==> config.mk <==
export PLATFORM = sky130hd
export DESIGN_NAME = dvga_cfg_loader_flat
export DESIGN_NICKNAME = d
export VERILOG_FILES = /design/src/rtl/dvga_cfg_pkg.sv /design/src/rtl/dvga_cfg_loader_if.sv /design/src/rtl/dvga_cfg_rom.sv /design/src/rtl/dvga_cfg_loader.sv /design/src/flat_wrapper.sv
export SDC_FILE = /design/constraint.sdc
export NUM_CORES = 1
export LEC_CHECK = 0
export CAP_MARGIN = 40
export CELL_PAD_IN_SITES_DETAIL_PLACEMENT = 0
export CELL_PAD_IN_SITES_GLOBAL_PLACEMENT = 1
export CORE_MARGIN = 2
export CORE_UTILIZATION = 40
export CTS_BUF_LIST = sky130_fd_sc_hd__clkbuf_4 sky130_fd_sc_hd__clkbuf_8
export DETAILED_ROUTE_END_ITERATION = 16
export DONT_BUFFER_PORTS = 1
export PLACE_DENSITY = 0.77
export SLEW_MARGIN = 20
export SYNTH_ARGS = -nofsm -noshare
export SYNTH_HDL_FRONTEND = slang
export SYNTH_HIERARCHICAL = 1
export SYNTH_SLANG_ARGS = --single-unit
==> constraint.sdc <==
create_clock -name clk -period 2.77 [get_ports clk]
set_input_delay 0.277 -clock clk [delete_from_list [all_inputs] [get_ports clk]]
set_output_delay 0.277 -clock clk [all_outputs]
set_load 0.005 [all_outputs]
==> src/rtl/dvga_cfg_pkg.sv <==
// Purpose: shared types and constants for the DVGA configuration loader.
//   state_t      - loader FSM states
//   NWORDS_MAX   - largest supported configuration sequence
//   cfg_word()   - default configuration word for a register index
package dvga_cfg_pkg;

  localparam int unsigned NWORDS_MAX = 16;
  localparam int unsigned IDX_W      = $clog2(NWORDS_MAX);
  localparam int unsigned WAIT_W     = 8;
  localparam int unsigned ADR_W      = 32;
  localparam int unsigned DAT_W      = 32;

  // Fill value returned for indices past the programmed table
  localparam logic [DAT_W-1:0] CFG_FILL = 32'h2000_0009;

  typedef enum logic [1:0] {
    S_IDLE = 2'd0,
    S_REQ  = 2'd1,
    S_GAP  = 2'd2,
    S_FAIL = 2'd3
  } state_t;

  // Default DVGA register image, one word per consecutive register
  function automatic logic [DAT_W-1:0] cfg_word(input logic [IDX_W-1:0] idx);
    case (idx)
      4'd0:    return 32'h2000_0009;
      4'd1:    return 32'h0001_0000;
      4'd2:    return 32'h0081_0000;
      4'd3:    return 32'h0000_0000;
      4'd4:    return 32'h0000_0002;
      4'd5:    return 32'h0000_0000;
      4'd6:    return 32'h0000_0024;
      4'd7:    return 32'h0000_0001;
      default: return CFG_FILL;
    endcase
  endfunction

endpackage

==> src/rtl/dvga_cfg_loader_if.sv <==
// Purpose: Wishbone classic bus between the configuration loader and the DVGA slave.
//   adr, dat_w, sel, we, stb, cyc, cti, bte : master -> slave
//   dat_r, ack, err                          : slave -> master
interface dvga_cfg_loader_if;
  import dvga_cfg_pkg::*;

  logic [ADR_W-1:0] adr;
  logic [DAT_W-1:0] dat_w;
  logic [DAT_W-1:0] dat_r;
  logic [3:0]       sel;
  logic             we;
  logic             stb;
  logic             cyc;
  logic [2:0]       cti;
  logic [1:0]       bte;
  logic             ack;
  logic             err;

  modport master (
    output adr, dat_w, sel, we, stb, cyc, cti, bte,
    input  dat_r, ack, err
  );

  modport slave (
    input  adr, dat_w, sel, we, stb, cyc, cti, bte,
    output dat_r, ack, err
  );

endinterface

==> src/rtl/dvga_cfg_rom.sv <==
// Purpose: combinational lookup of the configuration word for a register index.
//   idx    in  register index
//   word_c out configuration word (combinational)
module dvga_cfg_rom
  import dvga_cfg_pkg::*;
(
  input  logic [IDX_W-1:0] idx,
  output logic [DAT_W-1:0] word_c
);

  assign word_c = cfg_word(idx);

endmodule

==> src/rtl/dvga_cfg_loader.sv <==
// Purpose: Wishbone master that writes the DVGA register image to consecutive
// word addresses from BASEADDR, one classic single cycle per word, retrying a
// word on err/timeout up to MAX_RETRY times.
//   clk    in  system clock
//   reset  in  asynchronous active-high reset
//   start  in  begin a sequence (honoured only when idle or failed)
//   busy   out sequence in progress
//   done   out one-cycle pulse after the final word is acked
//   fail   out sticky retry-exhaustion flag, cleared by the next start
//   bus    master modport of the Wishbone bus
module dvga_cfg_loader
  import dvga_cfg_pkg::*;
#(
  parameter logic [ADR_W-1:0] BASEADDR  = 32'h0000_0000,
  parameter int unsigned      NWORDS    = 8,
  parameter int unsigned      MAX_RETRY = 3,
  parameter int unsigned      TIMEOUT   = 255
)(
  input  logic                clk,
  input  logic                reset,
  input  logic                start,
  output logic                busy,
  output logic                done,
  output logic                fail,
  dvga_cfg_loader_if.master   bus
);

  localparam int unsigned RETRY_W = (MAX_RETRY < 4) ? 2 : $clog2(MAX_RETRY + 1);

  localparam logic [IDX_W-1:0]   LAST_IDX  = IDX_W'(NWORDS - 1);
  localparam logic [RETRY_W-1:0] RETRY_LIM = RETRY_W'(MAX_RETRY);
  localparam logic [WAIT_W-1:0]  WAIT_LIM  = WAIT_W'(TIMEOUT);

  state_t             state, state_n;
  logic [IDX_W-1:0]   idx, idx_n;
  logic [RETRY_W-1:0] retry, retry_n;
  logic [WAIT_W-1:0]  wait_cnt, wait_n;
  logic               done_n;
  logic               fail_n;
  logic               req_n;
  logic               busy_n;
  logic [DAT_W-1:0]   word_c;
  logic               unused_dat;

  // Write-only master: read data is never consumed
  assign unused_dat = ^bus.dat_r;

  assign bus.cti = 3'b000;
  assign bus.bte = 2'b00;

  // Word for the index the next cycle will present, so data is registered with adr
  dvga_cfg_rom u_rom (
    .idx    (idx_n),
    .word_c (word_c)
  );

  // State register
  always_ff @(posedge clk or posedge reset) begin
    if (reset) state <= S_IDLE;
    else       state <= state_n;
  end

  // Next-state, counter and flag logic
  always_comb begin
    state_n = state;
    idx_n   = idx;
    retry_n = retry;
    wait_n  = wait_cnt;
    done_n  = 1'b0;
    fail_n  = fail;
    case (state)
      S_IDLE, S_FAIL: begin
        if (start) begin
          state_n = S_REQ;
          idx_n   = '0;
          retry_n = '0;
          wait_n  = '0;
          fail_n  = 1'b0;
        end
      end
      S_REQ: begin
        wait_n = wait_cnt + 1'b1;
        // ack wins over a simultaneous err
        if (bus.ack) begin
          if (idx == LAST_IDX) begin
            state_n = S_IDLE;
            done_n  = 1'b1;
          end else begin
            idx_n   = idx + 1'b1;
            retry_n = '0;
            state_n = S_GAP;
          end
        end else if (bus.err || (wait_cnt == WAIT_LIM)) begin
          if (retry == RETRY_LIM) begin
            state_n = S_FAIL;
            fail_n  = 1'b1;
          end else begin
            retry_n = retry + 1'b1;
            state_n = S_GAP;
          end
        end
      end
      S_GAP: begin
        wait_n  = '0;
        state_n = S_REQ;
      end
      default: state_n = S_IDLE;
    endcase
  end

  assign req_n  = (state_n == S_REQ);
  assign busy_n = (state_n == S_REQ) || (state_n == S_GAP);

  // Counters and registered outputs; reset drops the bus cycle immediately
  always_ff @(posedge clk or posedge reset) begin
    if (reset) begin
      idx       <= '0;
      retry     <= '0;
      wait_cnt  <= '0;
      busy      <= 1'b0;
      done      <= 1'b0;
      fail      <= 1'b0;
      bus.cyc   <= 1'b0;
      bus.stb   <= 1'b0;
      bus.we    <= 1'b0;
      bus.sel   <= 4'b0000;
      bus.adr   <= '0;
      bus.dat_w <= '0;
    end else begin
      idx       <= idx_n;
      retry     <= retry_n;
      wait_cnt  <= wait_n;
      busy      <= busy_n;
      done      <= done_n;
      fail      <= fail_n;
      bus.cyc   <= req_n;
      bus.stb   <= req_n;
      bus.we    <= req_n;
      bus.sel   <= {4{req_n}};
      bus.adr   <= BASEADDR + (ADR_W'(idx_n) << 2);
      bus.dat_w <= word_c;
    end
  end

endmodule

==> src/flat_wrapper.sv <==
// flat-port wrapper written by rule: the top's interface ports become plain ports
module dvga_cfg_loader_flat import dvga_cfg_pkg::*;
#(
  parameter logic [ADR_W-1:0] BASEADDR  = 32'h0000_0000,
  parameter int unsigned      NWORDS    = 8,
  parameter int unsigned      MAX_RETRY = 3,
  parameter int unsigned      TIMEOUT   = 255
)
  (clk, reset, start, busy, done, fail, bus_adr, bus_dat_w, bus_sel, bus_we, bus_stb, bus_cyc, bus_cti, bus_bte, bus_dat_r, bus_ack, bus_err);
  dvga_cfg_loader_if bus_i ();
  input  logic clk;
  input  logic reset;
  input  logic start;
  output logic busy;
  output logic done;
  output logic fail;
  output wire logic [$bits(bus_i.adr)-1:0] bus_adr;
  output wire logic [$bits(bus_i.dat_w)-1:0] bus_dat_w;
  output wire logic [$bits(bus_i.sel)-1:0] bus_sel;
  output wire logic [$bits(bus_i.we)-1:0] bus_we;
  output wire logic [$bits(bus_i.stb)-1:0] bus_stb;
  output wire logic [$bits(bus_i.cyc)-1:0] bus_cyc;
  output wire logic [$bits(bus_i.cti)-1:0] bus_cti;
  output wire logic [$bits(bus_i.bte)-1:0] bus_bte;
  input wire logic [$bits(bus_i.dat_r)-1:0] bus_dat_r;
  input wire logic [$bits(bus_i.ack)-1:0] bus_ack;
  input wire logic [$bits(bus_i.err)-1:0] bus_err;
  assign bus_adr = bus_i.adr;
  assign bus_dat_w = bus_i.dat_w;
  assign bus_sel = bus_i.sel;
  assign bus_we = bus_i.we;
  assign bus_stb = bus_i.stb;
  assign bus_cyc = bus_i.cyc;
  assign bus_cti = bus_i.cti;
  assign bus_bte = bus_i.bte;
  assign bus_i.dat_r = bus_dat_r;
  assign bus_i.ack = bus_ack;
  assign bus_i.err = bus_err;
  dvga_cfg_loader #(.BASEADDR(BASEADDR), .NWORDS(NWORDS), .MAX_RETRY(MAX_RETRY), .TIMEOUT(TIMEOUT)) u_core (.clk(clk), .reset(reset), .start(start), .busy(busy), .done(done), .fail(fail), .bus(bus_i));
endmodule
==> summary.txt <==
Synthesis
  – Number of distinct standard cells referenced by the synthesized netlist: 43
  – Number of instances in the synthesized netlist: 226
  – Share of synthesized area occupied by flip-flops and latches: 51.3%
  – Top FF cell, synth: sky130_fd_sc_hd__dfrtp_1
  – Ys Warns: 6
  – Count of flip-flops with a built-in enable after synthesis: 0
  – Asr flop ratio synth: 100%
  – Register bit total from synthesis: 52
  – Cell area after technology mapping: 0.00254 mm2
  – Avg Cell Area, Syn: 11.2 um2

Routing
  – Number of nets still failing antenna checks after routing: 0
  – Starting DRC count in detailed routing: 98
  – Routed via count divided by cell count: 4.33
  – Final routed DRC violation total: 0
  – Number of vias in the routed layout: 1,302
  – First drt pass iteration count: 4
  – Mean routed wirelength per cell: 12.1 um
  – Detailed Route WL: 3640 um

Clock tree
  – CTS clock-pin slew for the worst setup and hold paths: 100 ps
  – Worst-skew pair later-pin latency: 300 ps
  – Post CTS Setup Buffer Count: 0
  – H-tree depth: 2
  – TritonCTS clock tree: built
  – Maximum number of buffers from clock root to sink: 2
  – Number of clock sinks seen by CTS: 52
  – Inserted Clock Buffers: 5
  – Root buf cell: sky130_fd_sc_hd__clkbuf_8

Cells and area
  – Layout overhead on the synthesized area: -2.76%
  – Design Area, Final: 0.00247 mm2
  – Highest-count cells in the layout ignoring fill and taps: sky130_fd_sc_hd__conb_1 (57), sky130_fd_sc_hd__dfrtp_1 (52), sky130_fd_sc_hd__nand2_1 (13)
  – Net count of the finished layout: 269
  – Diodes inserted: 0
  – Core occupancy in the finished layout: 39.5%
  – Ratio of cells with drive above 1 in the final layout: 9.82%
  – Most common cell after layout, fill and taps aside: sky130_fd_sc_hd__conb_1

Critical path
  – Largest driver fanout on the critical path: 5
  – Cell-by-cell listing of the critical path: ha_1, and3b_1, nor3b_1, mux2_2, a22o_1, inv_1, ha_1, nor2b_1, a211o_1
  – CP startpoint kind: flip-flop
  – Data required time at the worst endpoint: 2960 ps
  – Endpoint kind of the worst setup timing path: flip-flop
  – Register-to-register setup slack: 410 ps
  – Most frequent cell on the critical path: sky130_fd_sc_hd__ha_1
  – Classification of the worst setup path: flip-flop to flip-flop
  – Slowest CP cell: sky130_fd_sc_hd__dfrtp_1
  – Data arrival at the endpoint of the critical path: 2550 ps
  – Critical path's largest stage delay: 460 ps

STA
  – Fin crit share: 85.1%
  – Number of hold violations in the final report: 0
  – Transition time at the pin with the least slew margin: 547 ps
  – Summed negative setup slack over all endpoints: 0 ps
  – Highest clock rate: 424 MHz
  – Worst-case clock skew: 8.20 ps
  – Setup violation total in the final timing report: 0
  – Setup repair after global routing missed its margin: false
  – Relative slew slack: 63.6%
  – Count of final max-slew check failures: 0
  – Min Tclk post-route: 2360 ps

Job
  – Maximum Capacitance Violations: 0

GRT
  – Total congestion overflow after global routing: 0
  – Number of antenna violations at the first check in global routing: 0
  – Overall track demand over capacity in global routing: 11.3%
  – Via count of the first global-routing pass: 1,325
  – Maximum number of pins on one net before global-route repair: 30
  – First-pass GRT wire length: 6200 um

Placed design
  – Final HPWL from detailed placement: 2610 um
  – Gpl congestion: 0.728
  – Buffers added on ports: 0
  – Cell area reported after detailed placement: 0.00236 mm2

Run status
  – Outcome: finished, final reports clean

Power
  – Total internal power: 1.31 mW
  – Switching power share of the total: 34.1%
  – Relative contribution of the clock network to total power: 22.2%
  – Post-route total power: 1.99 mW
  – Cell Pwr Density: 806 mW/mm2
  – Peak supply drop: 0.394 mV
  – Share of total power in combinational logic: 27.8%
  – Sequential group share of total power: 50.0%
  – Total net switching power: 0.678 mW
  – Leakage power summed over all cells: 1.20 nW

Floorplan
  – Die span in x: 83.6 um
  – Initial Utilization: 40.7%
  – Core outline area: 0.00624 mm2
  – Full die area: 0.00700 mm2
  – Die height: 83.6 um
  – Core Rows: 29
  – Io pins: 116

Worst hold path
  – Hold Path Class: primary input to flip-flop
-- registers in the layout, indices dropped and copies added (netlist names) --
name	flops
u_core/state	2
u_core/bus.cyc	1
u_core/busy	1
u_core/done	1
u_core/retry	2
u_core/bus.adr	4
u_core/bus.dat_w	32
u_core/fail	1
u_core/wait_cnt	8
-- critical path, delay by kind of cell (launching register included) --
kind | cells | cell delay [ps]
buffers and inverters | 1 | 80
AO/OA/AOI/OAI | 2 | 440
flip-flops | 1 | 460
adder cells (fa/ha/maj) | 2 | 460
AND/OR/NAND/NOR | 3 | 610
multiplexers | 1 | 200
-- synth_stat cells, types with 2 or more instances --
cell type	instances	area (um2)
sky130_fd_sc_hd__a21oi_1	3	15.0
sky130_fd_sc_hd__a22o_1	6	52.6
sky130_fd_sc_hd__a22o_2	2	20.0
sky130_fd_sc_hd__buf_4	65	488
sky130_fd_sc_hd__conb_1	2	7.51
sky130_fd_sc_hd__dfrtp_1	52	1300
sky130_fd_sc_hd__ha_1	9	113
sky130_fd_sc_hd__inv_1	9	33.8
sky130_fd_sc_hd__mux2i_1	2	20.0
sky130_fd_sc_hd__nand2_1	13	48.8
sky130_fd_sc_hd__nand2b_1	5	31.3
sky130_fd_sc_hd__nand3_1	6	30.0
sky130_fd_sc_hd__nand4_1	2	12.5
sky130_fd_sc_hd__nor2_1	6	22.5
sky130_fd_sc_hd__nor2b_1	2	12.5
sky130_fd_sc_hd__nor3_1	3	15.0
sky130_fd_sc_hd__nor3b_1	5	37.5
sky130_fd_sc_hd__nor4_1	2	12.5
sky130_fd_sc_hd__o21ai_0	6	30.0
sky130_fd_sc_hd__o32a_1	2	20.0
sky130_fd_sc_hd__xnor2_1	2	17.5
-- power groups by stage --
stage               clock network [mW]  registers, mW  logic [mW]
floorplan                            0          0.979       0.600
global placement                     0           1.01       0.542
detailed placement                   0           1.01       0.556
CTS                              0.474           1.00       0.561
global route                     0.495           1.02       0.646
finish                           0.442          0.995       0.552
-- final timing paths --
kind,from,cells past startpoint,end
setup / recovery,u_core/bus.adr[2],9,u_core/bus.dat_w[0]
hold / removal,bus_ack,2,u_core/done
setup reg to reg,u_core/bus.adr[2],9,u_core/bus.dat_w[0]
hold reg to reg,u_core/wait_cnt[1],2,u_core/wait_cnt[1]
max in group asynchronous,reset,3,u_core/busy
min in group asynchronous,reset,2,u_core/bus.adr[2]
-- final cells by class --
cell class / count / area, um2
clock inverters: 2 / 17.5
flip-flops and latches: 52 / 1300
inverters: 9 / 33.8
well taps: 77 / 96.3
fillers: 619 / 3770
multi-input cells: 153 / 912
repair buffers: 2 / 30.0
clock buffers: 6 / 76.3
-- routing by layer --
metal | routed length [um] | vias to the layer above | track usage [%] | part of all wire (%)
li1 | - | 633 | - | -
met1 | 1540 | 616 | 14.0 | 42
met2 | 1730 | 51 | 16.9 | 47
met3 | 349 | 2 | 5.54 | 9.6
met4 | 24 | 0 | 4.40 | 0.66
met5 | 0 | - | 0 | 0
-- kinds of logic (layout without fill, tap and decap cells) --
group           after synthesis  in the layout  share of synthesized area, %
xor+xnor                      2              2                         0.690
simple gates                 52             52                          11.6
flops                        52             52                          51.3
mux                           4              4                          1.82
fa+ha+maj                     9              9                          4.44
other cells                   2             57                         0.296
buf+inv                      76             19                          20.9
compound gates               29             29                          8.97
-- through the flow --
step	hold slack (ps)	cells	setup WS (ps)
finish	166	301	414
global route	172	301	226
CTS	160	301	406
detailed placement	216	292	431
global placement	474	291	427
floorplan	452	281	588
-- timing repair --
action | in CTS | in global routing
hold endpoints to repair | 23 | 0
hold buffers | 1 | 0
resized for setup | 0 | 0
Power figures use the tool's default switching activity.
